`src/rtl/femto_reset_pkg.sv`:
```
// femto_reset_pkg: shared FSM state encoding and counter-width helper for the reset sequencer
package femto_reset_pkg;
  typedef enum logic [1:0] {
    WAIT_LOCK = 2'd0,
    HOLD      = 2'd1,
    PERIPH    = 2'd2,
    RUN       = 2'd3
  } state_t;
  function automatic int cnt_w(input int n);
    return $clog2(n + 1);
  endfunction
endpackage

```
`src/rtl/femto_reset_seq_if.sv`:
```
// femto_reset_seq_if: PLL/button inputs and ordered reset outputs of the reset sequencer
// pll_locked (1=locked), btn_n (0=pressed) flow master->slave;
// periph_resetn, sys_resetn (active low) and busy flow slave->master.
interface femto_reset_seq_if;
  logic pll_locked;
  logic btn_n;
  logic periph_resetn;
  logic sys_resetn;
  logic busy;
  modport master (output pll_locked, btn_n, input periph_resetn, sys_resetn, busy);
  modport slave (input pll_locked, btn_n, output periph_resetn, sys_resetn, busy);
endinterface

```
`src/rtl/femto_sync.sv`:
```
// femto_sync: STAGES-deep single-bit synchronizer with selectable reset value
// clk: sampling clock; resetn: sync active-low reset; i_d: async input; o_q: synchronized output
module femto_sync #(
  parameter int   STAGES  = 2,
  parameter logic RST_VAL = 1'b0
) (
  input  logic clk,
  input  logic resetn,
  input  logic i_d,
  output logic o_q
);
  logic [STAGES-1:0] r_chain;
  always_ff @(posedge clk)
    if (!resetn) r_chain <= {STAGES{RST_VAL}};
    else         r_chain <= {r_chain[STAGES-2:0], i_d};
  assign o_q = r_chain[STAGES-1];
endmodule

```
`src/rtl/femto_reset_seq.sv`:
```
// femto_reset_seq: turns PLL lock and reset button into ordered peripheral-then-CPU resets
// clk: PLL output clock; resetn: sync active-low block reset;
// bus (slave): pll_locked, btn_n in; periph_resetn, sys_resetn, busy out.
module femto_reset_seq
  import femto_reset_pkg::*;
#(
  parameter int SYNC_STAGES     = 2,
  parameter int DEBOUNCE_CYCLES = 16,
  parameter int HOLD_CYCLES     = 64,
  parameter int PERIPH_DELAY    = 8
) (
  input logic              clk,
  input logic              resetn,
  femto_reset_seq_if.slave bus
);
  localparam int HW = cnt_w(HOLD_CYCLES > PERIPH_DELAY ? HOLD_CYCLES : PERIPH_DELAY);
  localparam int DW = cnt_w(DEBOUNCE_CYCLES);
  localparam logic [HW-1:0] HOLD_LAST = HW'(HOLD_CYCLES - 1);
  localparam logic [HW-1:0] PER_LAST  = HW'(PERIPH_DELAY - 1);
  localparam logic [DW-1:0] DEB_LAST  = DW'(DEBOUNCE_CYCLES - 1);
  logic          w_lock_s, w_btn_s, w_db_flip, w_pressed, w_abort;
  logic          r_btn_db, r_periph, r_sys;
  logic [DW-1:0] r_dcnt;
  logic [HW-1:0] r_hcnt, w_hcnt_nxt;
  state_t        r_state, w_state_nxt;
  femto_sync #(.STAGES(SYNC_STAGES), .RST_VAL(1'b0)) u_lock_sync (
    .clk(clk), .resetn(resetn), .i_d(bus.pll_locked), .o_q(w_lock_s)
  );
  femto_sync #(.STAGES(SYNC_STAGES), .RST_VAL(1'b1)) u_btn_sync (
    .clk(clk), .resetn(resetn), .i_d(bus.btn_n), .o_q(w_btn_s)
  );
  // debounced level only follows btn_s after it has differed for DEBOUNCE_CYCLES edges in a row
  assign w_db_flip = (w_btn_s != r_btn_db) && (r_dcnt == DEB_LAST);
  assign w_pressed = ~r_btn_db;
  assign w_abort   = ~w_lock_s | w_pressed;
  always_ff @(posedge clk)
    if (!resetn) begin
      r_btn_db <= 1'b1;
      r_dcnt   <= '0;
    end else begin
      r_btn_db <= w_db_flip ? w_btn_s : r_btn_db;
      r_dcnt   <= (w_btn_s == r_btn_db || w_db_flip) ? '0 : r_dcnt + 1'b1;
    end
  // abort is tested before counter completion so it always wins in the same cycle
  always_comb begin
    w_state_nxt = r_state;
    w_hcnt_nxt  = r_hcnt;
    unique case (r_state)
      WAIT_LOCK: begin
        w_state_nxt = (w_lock_s && !w_pressed) ? HOLD : WAIT_LOCK;
        w_hcnt_nxt  = '0;
      end
      HOLD: begin
        w_state_nxt = w_abort ? WAIT_LOCK : (r_hcnt == HOLD_LAST) ? PERIPH : HOLD;
        w_hcnt_nxt  = (w_abort || r_hcnt == HOLD_LAST) ? '0 : r_hcnt + 1'b1;
      end
      PERIPH: begin
        w_state_nxt = w_abort ? WAIT_LOCK : (r_hcnt == PER_LAST) ? RUN : PERIPH;
        w_hcnt_nxt  = (w_abort || r_hcnt == PER_LAST) ? '0 : r_hcnt + 1'b1;
      end
      RUN: begin
        w_state_nxt = w_abort ? WAIT_LOCK : RUN;
        w_hcnt_nxt  = '0;
      end
    endcase
  end
  // outputs are registered from the next state so they change on the same edge as the state, glitch-free
  always_ff @(posedge clk)
    if (!resetn) begin
      r_state  <= WAIT_LOCK;
      r_hcnt   <= '0;
      r_periph <= 1'b0;
      r_sys    <= 1'b0;
    end else begin
      r_state  <= w_state_nxt;
      r_hcnt   <= w_hcnt_nxt;
      r_periph <= (w_state_nxt == PERIPH) || (w_state_nxt == RUN);
      r_sys    <= (w_state_nxt == RUN);
    end
  assign bus.periph_resetn = r_periph;
  assign bus.sys_resetn    = r_sys;
  assign bus.busy          = ~r_sys;
endmodule
```
`src/flat_wrapper.sv`:
```
// flat-port wrapper written by rule: the top's interface ports become plain ports
module femto_reset_seq_flat import femto_reset_pkg::*;
#(
  parameter int SYNC_STAGES     = 2,
  parameter int DEBOUNCE_CYCLES = 16,
  parameter int HOLD_CYCLES     = 64,
  parameter int PERIPH_DELAY    = 8
)
  (clk, resetn, bus_pll_locked, bus_btn_n, bus_periph_resetn, bus_sys_resetn, bus_busy);
  femto_reset_seq_if bus_i ();
  input logic clk;
  input logic resetn;
  input wire logic [$bits(bus_i.pll_locked)-1:0] bus_pll_locked;
  input wire logic [$bits(bus_i.btn_n)-1:0] bus_btn_n;
  output wire logic [$bits(bus_i.periph_resetn)-1:0] bus_periph_resetn;
  output wire logic [$bits(bus_i.sys_resetn)-1:0] bus_sys_resetn;
  output wire logic [$bits(bus_i.busy)-1:0] bus_busy;
  assign bus_i.pll_locked = bus_pll_locked;
  assign bus_i.btn_n = bus_btn_n;
  assign bus_periph_resetn = bus_i.periph_resetn;
  assign bus_sys_resetn = bus_i.sys_resetn;
  assign bus_busy = bus_i.busy;
  femto_reset_seq #(.SYNC_STAGES(SYNC_STAGES), .DEBOUNCE_CYCLES(DEBOUNCE_CYCLES), .HOLD_CYCLES(HOLD_CYCLES), .PERIPH_DELAY(PERIPH_DELAY)) u_core (.clk(clk), .resetn(resetn), .bus(bus_i));
endmodule
```
`config.mk`:
```
export PLATFORM = sky130hd
export DESIGN_NAME = femto_reset_seq_flat
export DESIGN_NICKNAME = d
export VERILOG_FILES = /design/src/rtl/femto_reset_pkg.sv /design/src/rtl/femto_reset_seq_if.sv /design/src/rtl/femto_sync.sv /design/src/rtl/femto_reset_seq.sv /design/src/flat_wrapper.sv
export SDC_FILE = /design/constraint.sdc
export NUM_CORES = 1
export LEC_CHECK = 0
export ABC_CLOCK_PERIOD_IN_PS = 1970
export CAP_MARGIN = 5
export CORE_MARGIN = 1.5
export CORE_UTILIZATION = 57
export CTS_BUF_LIST = sky130_fd_sc_hd__clkbuf_4 sky130_fd_sc_hd__clkbuf_8
export CTS_CLUSTER_SIZE = 10
export DETAILED_ROUTE_END_ITERATION = 8
export HOLD_SLACK_MARGIN = 0.05
export PLACE_DENSITY = 0.83
export RECOVER_POWER = 100
export SLEW_MARGIN = 20
export SYNTH_ARGS = -nofsm -noshare
export SYNTH_HDL_FRONTEND = slang
export SYNTH_SLANG_ARGS = --single-unit
```
`constraint.sdc`:
```
create_clock -name clk -period 1.97 [get_ports clk]
set_input_delay 0.2955 -clock clk [delete_from_list [all_inputs] [get_ports clk]]
set_output_delay 0.2955 -clock clk [all_outputs]
set_load 0.005 [all_outputs]
```
# --- Word level (Yosys, flattened, before mapping) ---
# Cells that the tools add are included.
classes:
  addsub: 2
  n_eq_ne: 10
  muxes: 10
  n_bitwise: 5
  n_reduce_logical: 9
ops:
  columns: ["op", "n"]
  rows:
  - ["7-bit one-hot mux with 3 select lines", 1]
  - ["7-bit two-way mux", 2]
  - ["2-bit equality test, second input constant", 4]
  - ["2-bit two-way mux", 4]
  - ["2-bit one-hot mux with 4 select lines", 1]
  - ["7-bit by 1-bit adder with 7-bit output, second input constant", 1]
  - ["7-bit by 3-bit equality test with 1-bit output, second input constant", 1]
  - ["7-bit by 6-bit equality test with 1-bit output, second input constant", 1]
  - ["5-bit by 1-bit adder with 5-bit output, second input constant", 1]
  - ["5-bit by 4-bit equality test with 1-bit output, second input constant", 1]
  - ["1-bit logical OR", 4]
  - ["1-bit NOT", 4]
  - ["2-bit OR reduction", 2]
  - ["2-bit by 1-bit equality test with 1-bit output, second input constant", 1]
  - ["1-bit logical AND", 2]
  - ["2-bit zero test", 1]
  - ["1-bit two-way mux", 2]
  - ["1-bit equality test", 1]
  - ["1-bit != test", 1]
  - ["1-bit bitwise OR", 1]
totals:
  ff_bits: 21
  in_bits: 4
  output_inout_bits: 3
  elab_cells: 44

# --- Logic depth before layout (Yosys ltp) ---
depth:
  word_depth: 6
  ltp_mapped: 5

# --- Modules after synthesis ---
# A second synthesis with hierarchy kept.
unflattened:
  hier_cells: 80
  area_unflattened_um2: 783.3
by_module_without_submodules:
  columns: ["module", "instances", "cells_per_inst", "area_per_inst_um2"]
  rows:
  - ["femto_reset_seq", 1, 72, 678.2]
  - ["femto_sync", 2, 4, 52.6]

# --- Worst setup path before layout ---
# OpenSTA, ideal clock, no wires.
synth_timing:
  path_type: "flip-flop to flip-flop"
  start: "reg u_core.r_hcnt[0]"
  end: "reg u_core.r_hcnt[2]"
  setup_time_ps: 122
  arrival_ps: 1285
  required_ps: 1848
  setup_slack_ps: 562
  path_stages_with_launch: 6
  n_path_buf: 0
  path_cell_list: "dfxtp_1 ha_1 nand3_2 or3_1 a21oi_2 nor2_1"
synth_between:
  elab_chain_len: 4
  elab_cells_between_ends: 8
  cone_classes: "add/sub: 1; eq/ne: 2; mux: 3; reduce/logical: 2"
synth_rtl:
  columns: ["element", "line_no", "text"]
  rows:
  - ["start: declaration", "femto_reset_seq.sv:24", "logic [HW-1:0] r_hcnt, w_hcnt_nxt;"]
  - ["start signal: assignment", "femto_reset_seq.sv:76", "r_hcnt <= w_hcnt_nxt;"]
  - ["branches (longest 3 deep; another with 7-bit by 1-bit adder with 7-bit output)", null, null]
  - ["7-bit one-hot mux with 3 select lines (*)", "femto_reset_seq.sv:48", "unique case (r_state)"]
# Mark *: on every way between the ends.
# A chain may end at the register's enable or synchronous reset.

# --- Worst setup path in the final report ---
layout_timing:
  start: "reg u_core.r_hcnt[0]"
  end: "reg u_core.r_hcnt[3]"
# Same word-level chain as after synthesis.

==> results.toml <==
[timing]
period_needed_ns = 1.67
finalHoldViolations = 0
rsz0062_at_grt = "false"
tightest_slew_ns = 0.423
drv_slew = 0
worst_slew_margin_rel = 0.716
max_freq_mhz = 597
skew_ns = 0.00269
setup_viol = 0
period_share = 0.850
setup_tns_ns = 0

[die]
ios = 7
die_w_um = 40.1
die_area_um2 = 1610
die_h_um = 40.1
start_util = 0.610
rows = 13
coreArea_um2 = 1280

[logic_synthesis]
syn_inst = 80
synth_edf_count = 0
yosysMostFrequentCell = "dfxtp_1"
ys_top_cells_by_count = "21 x dfxtp_1, 15 x nor2_1, 5 x inv_1, 5 x xor2_1, 4 x nand3_1"
ys_seq_area_frac = 0.537
ys_async_sr_fraction = 0
synth_nets = 87
synth_cell_types = 27
synth_seq_cells = 21
synth_top_area_frac = 0.537
synth_area_leaders = "dfxtp_1 54%, nor2_1 7.2%, xor2_1 5.6%, ha_1 4.8%, nand3_1 2.6%"
yosys_warnings = 0
synthFlopType = "dfxtp_1"
synth_area_per_cell_um2 = 9.79
syn_area_um2 = 783
netlist.top_cell.by_area = "dfxtp_1"

[worst_hold_path]
hold_path.class = "reg2reg"
hold_path_startpoint = "u_core.u_btn_sync.r_chain[0]"

[clock_network]
cts_root_buf = "clkbuf_4"
cts.path.max_buffers = 2
clk_latency_ns = 0.31
cts_resized = 0
cts_sinks = 21
ctsHoldBuffers = 0
numCtsBuffers = 3
cts_tree = "done"
h-tree-depth = 1
path_clk_slew_ns = 0.11
cts_setup_buffers = 0

[power]
power.leakage_uw = 0.000323
power.density_nw_per_um2 = 750
ir_drop_v = 0.000419
totalPowerFinal_uw = 668

[worst_setup_path]
worstSetupStartpoint = "u_core.r_hcnt[0]"
slowest_stage = "dfxtp_1"
crit_family = "simple AND/OR/NAND/NOR gates"
cp_num_buf_inv = 0
worstSetupEndpointType = "register"
worstPathMaxFanout = 6
r2r-start = "u_core.r_hcnt[0]"
worst-setup-path-type = "reg2reg"
critical-path-max-stage-delay_ns = 0.41
arrival_ns = 1.87
crit_path_cell_trace = "ha_1 -> nand3_1 -> or3_1 -> a21oi_2 -> nor2_1"
worstPathRequired_ns = 2.16
cp-start-kind = "register"

[finish]
fin_cells = 106
multiInputGateArea_um2 = 339
regArea_um2 = 420
fillers = 107
drive_above_1_share = 0.0879
nets = 99
utilization = 0.693
area_delta_synth_final_pct = 13.7
n_antenna_cell = 0

[place]
gp_congestion = 0.833
dp_hpwl_um = 918
port_buffers = 6
dp.cells = 102

[routing]
detail-route-antenna-nets = 0
first_iter_violations = 8
wire_per_inst_um = 11.5
routed_wl_mm = 1.22
drc = 0
vias_per_cell = 5.32
firstDrtPassIters = 2
via_count = 564

[grt]
grt_start_max_net_pins = 12
grt_pass1_wl_mm = 1.88
track_usage = 0.181
grt_pass1_vias = 486
grt.overflow.total = 0
antenna_found_initial = 0

[run]
maxCapViolCount = 0

[run_status]
status = "completed"
[area by class of cell]
class / instances / area share
flip-flops and latches: 21 / 0.472
multi-input cells: 54 / 0.381
repair buffers: 7 / 0.0716
clock buffers: 4 / 0.0337
inverters: 5 / 0.0211
well taps: 15 / 0.0211
[placed cells by master, fill, tap and decap left out, drive strengths merged, types with 3 or more instances in the layout]
| master | count |
|---|---|
| clkbuf | 5 |
| nor2 | 15 |
| nand3 | 5 |
| and2 | 3 |
| dfxtp | 21 |
| inv | 5 |
| ha | 3 |
| a21oi | 3 |
| xor2 | 5 |
| dlygate4sd3 | 4 |
[cell families (layout without fill, tap and decap cells)]
group,after synthesis,in the layout,share of synthesized area
xor gates and xnor gates,7,7,0.0783
DFF,21,21,0.537
muxes,1,1,0.0128
and+or+nand+nor,35,35,0.225
buffers and inverters,5,16,0.0240
AOI/OAI and AO/OA,8,8,0.0751
adders and majority gates,3,3,0.0479
[power breakdown]
| part | total, µW | internal (µW) | switching, µW |
|---|---|---|---|
| sequential | 432 | 429 | 2.47 |
| clock | 221 | 92.9 | 128 |
| combinational | 15.2 | 8.65 | 6.54 |
[flip-flops by register name (all words and copies together) (netlist names)]
signal                      cells
u_core.r_hcnt                   7
u_core.r_btn_db                 1
u_core.u_lock_sync.r_chain      2
u_core.bus.periph_resetn        1
u_core.r_state                  2
u_core.u_btn_sync.r_chain       2
u_core.bus.sys_resetn           1
u_core.r_dcnt                   5
[per-layer routing]
metal  vias up  track usage  wire length [µm]
met1       258        0.219               601
met4         0        0.138                23
li1        290            -                 -
met5         -            0                 0
met2        12        0.282               554
met3         4       0.0333                41
[worst reg2reg max path: stages (launching register included)]
cell	delay [ns]
dfxtp_1	0.41
ha_1	0.22
nand3_1	0.16
or3_1	0.38
a21oi_2	0.29
nor2_1	0.10
[stage by stage]
step	worst slack, ns	hold slack [ns]	area (µm²)
after CTS	0.339	0.429	900
after detailed placement	0.198	0.399	870
after global placement	0.352	0.401	870
after floorplan	0.562	0.357	783
final	0.296	0.428	891
after global routing	0.173	0.462	891
[worst paths after layout]
| kind | end | slack, ns | cells past startpoint |
|---|---|---|---|
| worst max-delay path | u_core.r_hcnt[3] | 0.30 | 5 |
| worst min-delay path | u_core.u_btn_sync.r_chain[1] | 0.43 | 1 |
| worst max register to register | u_core.r_hcnt[3] | 0.30 | 5 |
| worst min register to register | u_core.u_btn_sync.r_chain[1] | 0.43 | 1 |
No activity file was read; power rests on OpenSTA's default activity.
